<file path="src/rtl/uart_pkg.sv">
// Shared types and constants for the UART transmitter and receiver.
package uart_pkg;

  typedef enum logic [2:0] {
    ST_IDLE,
    ST_START,
    ST_DATA,
    ST_PARITY,
    ST_STOP
  } tx_state_t;

  localparam int unsigned PAR_NONE = 0;
  localparam int unsigned PAR_EVEN = 1;
  localparam int unsigned PAR_ODD  = 2;

  localparam int unsigned DEFAULT_CLKS_PER_BIT = 868;

  // Even parity is the XOR of the data bits; odd parity is its inverse.
  function automatic logic parity_bit(input logic [7:0] data, input int unsigned mode);
    logic p;
    p = ^data;
    return (mode == PAR_ODD) ? ~p : p;
  endfunction

endpackage

</file>
<file path="src/rtl/uart_bit_timer.sv">
// Bit-time counter: tick is high during the last cycle of each bit time.
module uart_bit_timer
  import uart_pkg::*;
#(
  parameter int unsigned CLKS_PER_BIT = DEFAULT_CLKS_PER_BIT
) (
  input  logic clk,
  input  logic reset,
  input  logic clr,
  output logic tick
);

  localparam int unsigned   CNT_W = (CLKS_PER_BIT > 1) ? $clog2(CLKS_PER_BIT) : 1;
  localparam logic [CNT_W-1:0] LAST = CNT_W'(CLKS_PER_BIT - 1);

  logic [CNT_W-1:0] cnt_q;
  logic [CNT_W-1:0] cnt_d;
  logic             tick_q;

  // Saturates at the terminal count until cleared by the owner.
  always_comb begin
    cnt_d = cnt_q;
    if (clr) begin
      cnt_d = '0;
    end else if (cnt_q != LAST) begin
      cnt_d = cnt_q + CNT_W'(1);
    end
  end

  always_ff @(posedge clk or negedge reset) begin
    if (!reset) begin
      cnt_q  <= '0;
      tick_q <= 1'b0;
    end else begin
      cnt_q  <= cnt_d;
      tick_q <= (cnt_d == LAST);
    end
  end

  assign tick = tick_q;

endmodule

</file>
<file path="src/rtl/uart_tx.sv">
// UART transmitter: loads a byte on ld and shifts it out LSB-first as
// start, 8 data bits, optional parity and one stop bit.
module uart_tx
  import uart_pkg::*;
#(
  parameter int unsigned CLKS_PER_BIT = DEFAULT_CLKS_PER_BIT,
  parameter int unsigned PARITY       = PAR_NONE
) (
  input  logic       clk,
  input  logic       reset,
  input  logic       ld,
  input  logic [7:0] d,
  output logic       tx,
  output logic       busy,
  output logic       done
);

  localparam bit HAS_PARITY = (PARITY != PAR_NONE);

  tx_state_t  state_q, state_d;
  logic [7:0] shreg_q, shreg_d;
  logic [2:0] idx_q,   idx_d;
  logic       par_q,   par_d;
  logic       tx_q,    tx_d;
  logic       busy_q,  busy_d;
  logic       done_q,  done_d;
  logic       tick;
  logic       timer_clr;

  // Held clear while idle and restarted on every bit boundary.
  assign timer_clr = (state_q == ST_IDLE) || tick;

  uart_bit_timer #(
    .CLKS_PER_BIT(CLKS_PER_BIT)
  ) u_bit_timer (
    .clk  (clk),
    .reset(reset),
    .clr  (timer_clr),
    .tick (tick)
  );

  // tx_d is the line level for the state being entered, so tx stays registered.
  always_comb begin
    state_d = state_q;
    shreg_d = shreg_q;
    idx_d   = idx_q;
    par_d   = par_q;
    tx_d    = tx_q;
    busy_d  = busy_q;
    done_d  = 1'b0;

    unique case (state_q)
      ST_IDLE: begin
        tx_d   = 1'b1;
        busy_d = 1'b0;
        if (ld) begin
          shreg_d = d;
          par_d   = parity_bit(d, PARITY);
          idx_d   = 3'd0;
          state_d = ST_START;
          tx_d    = 1'b0;
          busy_d  = 1'b1;
        end
      end

      ST_START: begin
        if (tick) begin
          state_d = ST_DATA;
          idx_d   = 3'd0;
          tx_d    = shreg_q[0];
        end
      end

      ST_DATA: begin
        if (tick) begin
          if (idx_q == 3'd7) begin
            if (HAS_PARITY) begin
              state_d = ST_PARITY;
              tx_d    = par_q;
            end else begin
              state_d = ST_STOP;
              tx_d    = 1'b1;
            end
          end else begin
            shreg_d = {1'b0, shreg_q[7:1]};
            idx_d   = idx_q + 3'd1;
            tx_d    = shreg_q[1];
          end
        end
      end

      ST_PARITY: begin
        if (tick) begin
          state_d = ST_STOP;
          tx_d    = 1'b1;
        end
      end

      ST_STOP: begin
        if (tick) begin
          state_d = ST_IDLE;
          tx_d    = 1'b1;
          busy_d  = 1'b0;
          done_d  = 1'b1;
        end
      end

      default: begin
        state_d = ST_IDLE;
        tx_d    = 1'b1;
        busy_d  = 1'b0;
      end
    endcase
  end

  always_ff @(posedge clk or negedge reset) begin
    if (!reset) begin
      state_q <= ST_IDLE;
      shreg_q <= 8'h00;
      idx_q   <= 3'd0;
      par_q   <= 1'b0;
      tx_q    <= 1'b1;
      busy_q  <= 1'b0;
      done_q  <= 1'b0;
    end else begin
      state_q <= state_d;
      shreg_q <= shreg_d;
      idx_q   <= idx_d;
      par_q   <= par_d;
      tx_q    <= tx_d;
      busy_q  <= busy_d;
      done_q  <= done_d;
    end
  end

  assign tx   = tx_q;
  assign busy = busy_q;
  assign done = done_q;

endmodule
</file>
<file path="config.mk">
export PLATFORM = sky130hd
export DESIGN_NAME = uart_tx
export DESIGN_NICKNAME = d
export VERILOG_FILES = /design/src/rtl/uart_pkg.sv /design/src/rtl/uart_bit_timer.sv /design/src/rtl/uart_tx.sv
export SDC_FILE = /design/constraint.sdc
export NUM_CORES = 1
export LEC_CHECK = 0
export CAP_MARGIN = 10
export CORE_MARGIN = 8
export CORE_UTILIZATION = 56
export CTS_BUF_LIST = sky130_fd_sc_hd__clkbuf_16
export DETAILED_ROUTE_END_ITERATION = 6
export DONT_BUFFER_PORTS = 1
export PLACE_DENSITY = 0.7
export SLEW_MARGIN = 20
export SYNTH_ARGS = -nofsm -noshare
export SYNTH_HDL_FRONTEND = slang
export SYNTH_SLANG_ARGS = --single-unit
</file>
<file path="constraint.sdc">
create_clock -name clk -period 2.1 [get_ports clk]
set_clock_uncertainty 0.05 [all_clocks]
set_input_delay 0.42 -clock clk [delete_from_list [all_inputs] [get_ports clk]]
set_output_delay 0.42 -clock clk [all_outputs]
set_load 0.01 [all_outputs]
</file>
Yosys cells after proc, flatten, opt, wreduce, memory -nomap -nowiden
Index checks and enable logic that the tools add are counted.
{ "op_classes": {"n_addsub": 2, "eq_ne": 15, "muxes": 28, "bitwise_logic": 1, "n_reduce_logical": 11} }
{ "op_table": {"columns": ["cell", "n"], "rows": [
  ["$mux W3", 9],
  ["$mux W8", 3],
  ["$mux W10", 2],
  ["$pmux W8 S2", 1],
  ["$pmux W3 S5", 1],
  ["$add A10 B1 Y10 const B", 1],
  ["$eq A10 B10 Y1 const B", 1],
  ["$ne A10 B10 Y1 const B", 1],
  ["$ne A2 B1 Y1 const B", 5],
  ["$mux W1", 9],
  ["$pmux W3 S3", 1],
  ["$eq A3 B2 Y1 const B", 2],
  ["$eq A3 B3 Y1 const B", 2],
  ["$ne A2 B2 Y1 const B", 3],
  ["$reduce_and A6 Y1", 1],
  ["$reduce_and A5 Y1", 1],
  ["$pmux W1 S4", 1],
  ["$reduce_and A4 Y1", 1],
  ["$add A3 B1 Y3 const B", 1],
  ["$eq A3 B1 Y1 const B", 1],
  ["$logic_not A3 Y1", 1],
  ["$pmux W1 S3", 1],
  ["$reduce_and A3 Y1", 1],
  ["$reduce_bool A3 Y1", 1],
  ["6 further kinds", 6]
]} }
{ "word_totals": {"regBits": 28, "input_bits": 11, "output_inout_bits": 3, "elab_cells": 65} }

Logic depth before layout (Yosys ltp)
{ "depth": {"word_depth": 4, "depth_mapped": 7, "depth_no_buf": 6} }

By module
From an unflattened synthesis, not the netlist that was laid out.
{ "hier_totals": {"hier_cells": 161, "area_unflattened_um2": 1516.5} }
{ "by_module_without_submodules": {"columns": ["module", "n_inst", "cells_each", "area_per_inst_um2", "seq_area_each_um2"], "rows": [
  ["uart_tx", 1, 91, 872.1, 426.7],
  ["uart_bit_timer", 1, 70, 644.4, 275.3]
]} }

Worst setup path after synthesis
Ideal clock, no wire load.
{ "synth_path": {"path_type": "register to register", "from": "register idx_q[0]", "to": "register idx_q[0]", "setup_ps": 125, "t_arrival_ps": 1900, "t_required_ps": 1925, "slack_ps": 25, "path_stages_with_launch": 7, "n_path_buf": 0, "synth_period_minus_slack_ps": 2075, "path_cell_list": "dfrtp_1 -> ha_1 -> ha_1 -> or3b_4 -> a21oi_1 -> o21a_1 -> mux2_2"} }
{ "synth_between": {"elab_chain_len": 4, "word_cells_on_any_way": 7, "classes_between": "add/sub (1); eq/ne (2); mux (3); reduce/logical (1)"} }
{ "synth_rtl": {"columns": ["element", "line", "text"], "rows": [
  ["start, declared", "uart_tx.sv:22", "logic [2:0] idx_q, idx_d;"],
  ["start signal, assigned", "uart_tx.sv:128", "idx_q <= idx_d;"],
  ["$add A3 B1 Y3", "uart_tx.sv:86", "idx_d = idx_q + 3'd1;"],
  ["$mux W3", "uart_tx.sv:76", "if (idx_q == 3'd7) begin"],
  ["$mux W3", "uart_tx.sv:75", "if (tick) begin"],
  ["$pmux W3 S3", "uart_tx.sv:52", "unique case (state_q)"]
]} }
Parallel ways exist; a longest one is shown, timed or not. The select of a mux whose other input is x is not followed.
A chain may end at the register's enable or synchronous reset.

Final worst setup path
{ "layout_path": {"from": "register idx_q[1]", "to": "register shreg_q[2]"} }
{ "layout_between": {"elab_chain_len": 3} }
{ "layout_rtl": {"columns": ["element", "line", "text"], "rows": [
  ["$eq A3 B3 Y1", "uart_tx.sv:76", null],
  ["$ne A2 B2 Y1 (no line)", null, null],
  ["$reduce_and A4 Y1 (no line)", null, null],
  ["end signal, assigned", "uart_tx.sv:127", "shreg_q <= shreg_d;"],
  ["end, declared", "uart_tx.sv:21", "logic [7:0] shreg_q, shreg_d;"]
]} }
No other way between the ends.

==> results.json <==
{
  "status": "complete, no violations",
  "die_area_sq_mm": 0.00467,
  "antenna_found_initial": 0,
  "nets": 188,
  "first_pass_iters": 4,
  "tns_ns": 0,
  "initial_core_util_pct": 57.1,
  "hpwl_um": 2200,
  "synth_cell_types": 47,
  "synth_compound_area_share_pct": 15.2,
  "period_share_pct": 99.1,
  "min-delay-start": "d[4]",
  "die_h_um": 68.4,
  "grt_pass1_wl_um": 5200,
  "slew_viol_final": 0,
  "syn_area_sq_mm": 0.00154,
  "clock_path_buffers": 2,
  "powerDensity_mw_per_mm2": 568,
  "rsz0062_at_grt": "yes",
  "path_class": "flop to flop",
  "vias_per_cell": 5.87,
  "gr-total-overflow": 0,
  "setup_ws_ns": 0.0182,
  "netlist_top_cells_count": "dfrtp_1 (27), nor2_1 (22), nand2_1 (21), inv_1 (7), nand3_1 (6)",
  "post-route-util_pct": 65.1,
  "tightest_slew_ns": 0.516,
  "synth.area.mux_share_pct": 2.12,
  "cts_sinks": 28,
  "diodes": 0,
  "timing.fmax_mhz": 480,
  "synth-edff-count": 0,
  "yosys_warnings": 0,
  "route.vias.total": 1197,
  "r2r_setup_slack_ns": 0.02,
  "synth_cells": 163,
  "yosys.area_share.xor_xnor_pct": 4.56,
  "ant_nets": 0,
  "synthSimpleGateAreaFrac_pct": 24.7,
  "start_kind": "flop",
  "r2r_cells": 6,
  "drive_above_1_share_pct": 17.9,
  "cts_tree": "done",
  "stdcell_count": 204,
  "yosysTopAreaCell": "dfrtp_1",
  "regToRegEndpoint": "shreg_q[2]$_DFFE_PN0P_",
  "synth_top_family_by_area": "simple AND/OR/NAND/NOR gates",
  "hold_path_depth": 2,
  "synth_ff_type": "dfrtp_1",
  "grt_max_degree": 29,
  "setup_viol": 0,
  "io_pins": 14,
  "area_delta_synth_final_pct": 13.9,
  "gp_congestion": 0.853,
  "path_max_fanout": 7,
  "hold_class": "input port to flop",
  "worst_setup_path_end_kind": "flop",
  "drc": 0,
  "cts_made_buffers": 3,
  "holdPathEnd": "shreg_q[4]$_DFFE_PN0P_",
  "hold_violations": 0,
  "relSlewSlack_pct": 65.1,
  "post-place-ws_ns": 0.0392,
  "wl_per_cell_um": 15.0,
  "drt_iter0_drc": 78,
  "htree_levels": 1,
  "yosys.area.top_type_share_pct": 44.0,
  "clk_latency_ns": 0.26,
  "period_minus_slack_ns": 2.08,
  "async_flop_share_pct": 100,
  "timing.rr.start": "idx_q[1]$_DFFE_PN0P_",
  "arrival_ns": 2.17,
  "synth-seq-area-share_pct": 45.7,
  "synth_nets": 177,
  "grt_usage_pct": 14.4,
  "routed_wl_um": 3060,
  "num_rows": 19,
  "synthAdderAreaFrac_pct": 2.44,
  "io_buffers": 0,
  "crit_required_ns": 2.19,
  "synthTopCellsByArea": "dfrtp_1 (44%), nor2_1 (5.4%), nand2_1 (5.1%), ha_1 (2.4%), xnor2_1 (2.3%)",
  "vdd_ir_drop_max_uv": 526,
  "synth_area_per_cell_sq_um": 9.42,
  "synthMostInstantiatedCell": "dfrtp_1",
  "cts-root-buf": "clkbuf_16",
  "die_w_um": 68.4,
  "dp.cells": 194,
  "p_leak_nw": 0.720,
  "cap_violations": 0,
  "core-area_sq_mm": 0.00269,
  "ys_ff_latch": 28,
  "first_global_vias": 1211,
  "clkSlewWorstSetupHoldPaths_ns": 0.07
}
## per-stage QoR
step / hold WS [ns] / instance area [sq um] / power (mW)
CTS: 0.247 / 1700 / 1.01
global placement: 0.0752 / 1590 / 0.553
detailed placement: 0.0752 / 1590 / 0.553
finish: 0.251 / 1750 / 0.993
global route: 0.256 / 1750 / 1.03
floorplan: 0.0744 / 1540 / 0.553
## layout make-up
| type | count | area (sq um) |
|---|---|---|
| clock buffers | 3 | 75.1 |
| clock inverters | 1 | 3.75 |
| fillers | 220 | 937 |
| inverters | 7 | 26.3 |
| multi-input cells | 119 | 774 |
| flip-flops and latches | 28 | 702 |
| well taps | 31 | 38.8 |
| repair buffers | 15 | 129 |
## timing repair
item                                   4_1_cts  5_1_grt
buffers inserted                             0        3
hold buffers                                 2        0
resized for setup                            0        7
endpoints found under the hold margin       28        0
setup endpoints to repair                    0       10
## how the worst max path moves through the flow
| stage | from | end | slack [ns] | depth (start not counted) |
|---|---|---|---|---|
| after floorplan | idx_q[0]$_DFFE_PN0P_ | idx_q[0]$_DFFE_PN0P_ | 0.03 | 6 |
| after global placement | idx_q[0]$_DFFE_PN0P_ | shreg_q[6]$_DFFE_PN0P_ | 0.11 | 7 |
| after detailed placement | idx_q[0]$_DFFE_PN0P_ | shreg_q[6]$_DFFE_PN0P_ | 0.04 | 7 |
| after CTS | idx_q[0]$_DFFE_PN0P_ | shreg_q[6]$_DFFE_PN0P_ | 0.03 | 7 |
| after global routing | idx_q[1]$_DFFE_PN0P_ | shreg_q[0]$_DFFE_PN0P_ | -0.07 | 7 |
| final | idx_q[1]$_DFFE_PN0P_ | shreg_q[2]$_DFFE_PN0P_ | 0.02 | 6 |
## state kept, by name, indices dropped and copies added, names as in the netlist
signal / cells
state_q: 3
idx_q: 3
tx: 1
done: 1
u_bit_timer.cnt_q: 10
busy: 1
u_bit_timer.tick: 1
shreg_q: 8
## where the power goes
group | switching (mW) | internal (mW)
registers | 0 | 0.539
logic | 0.0130 | 0.00637
clock network | 0.179 | 0.255
## kinds of logic after synthesis
| kind of cell | Yosys count |
|---|---|
| muxes | 3 |
| AOI/OAI and AO/OA | 30 |
| buffers and inverters | 16 |
| xor gates and xnor gates | 8 |
| and+or+nand+nor | 75 |
| adders and majority gates | 3 |
| DFF | 28 |
## layout by cell type, fill, tap and decap left out, types with 2 or more instances in the layout
cell type and n:
a21oi_1 4, a31oi_1 5, a31oi_2 2, buf_4 11
clkbuf_16 3, dfrtp_1 27, ha_2 2, inv_1 7
mux2_2 2, nand2_1 21, nand2b_1 3, nand3_1 6
nand4_1 4, nand4b_1 2, nor2_1 21, nor3_1 2
nor4b_1 2, o21a_1 2, o21ai_0 5, o31a_1 2
o32ai_1 2, or3_1 2, xnor2_1 4, xor2_1 4
## layer usage
| layer | vias to the layer above | global-route usage [%] | routed length (um) |
|---|---|---|---|
| met2 | 24 | 26.5 | 1620 |
| li1 | 593 | - | - |
| met4 | 0 | 6.91 | 54 |
| met1 | 574 | 15.7 | 1240 |
| met3 | 6 | 2.29 | 148 |
| met5 | - | 0 | 0 |
## critical path: stages (launching register included)
cell	delay, ns
dfrtp_1	0.39
ha_2	0.21
ha_4	0.16
or3b_4	0.40
a2111oi_4	0.40
buf_2	0.25
a31oi_1	0.10
No activity file was read; power rests on OpenSTA's default activity.
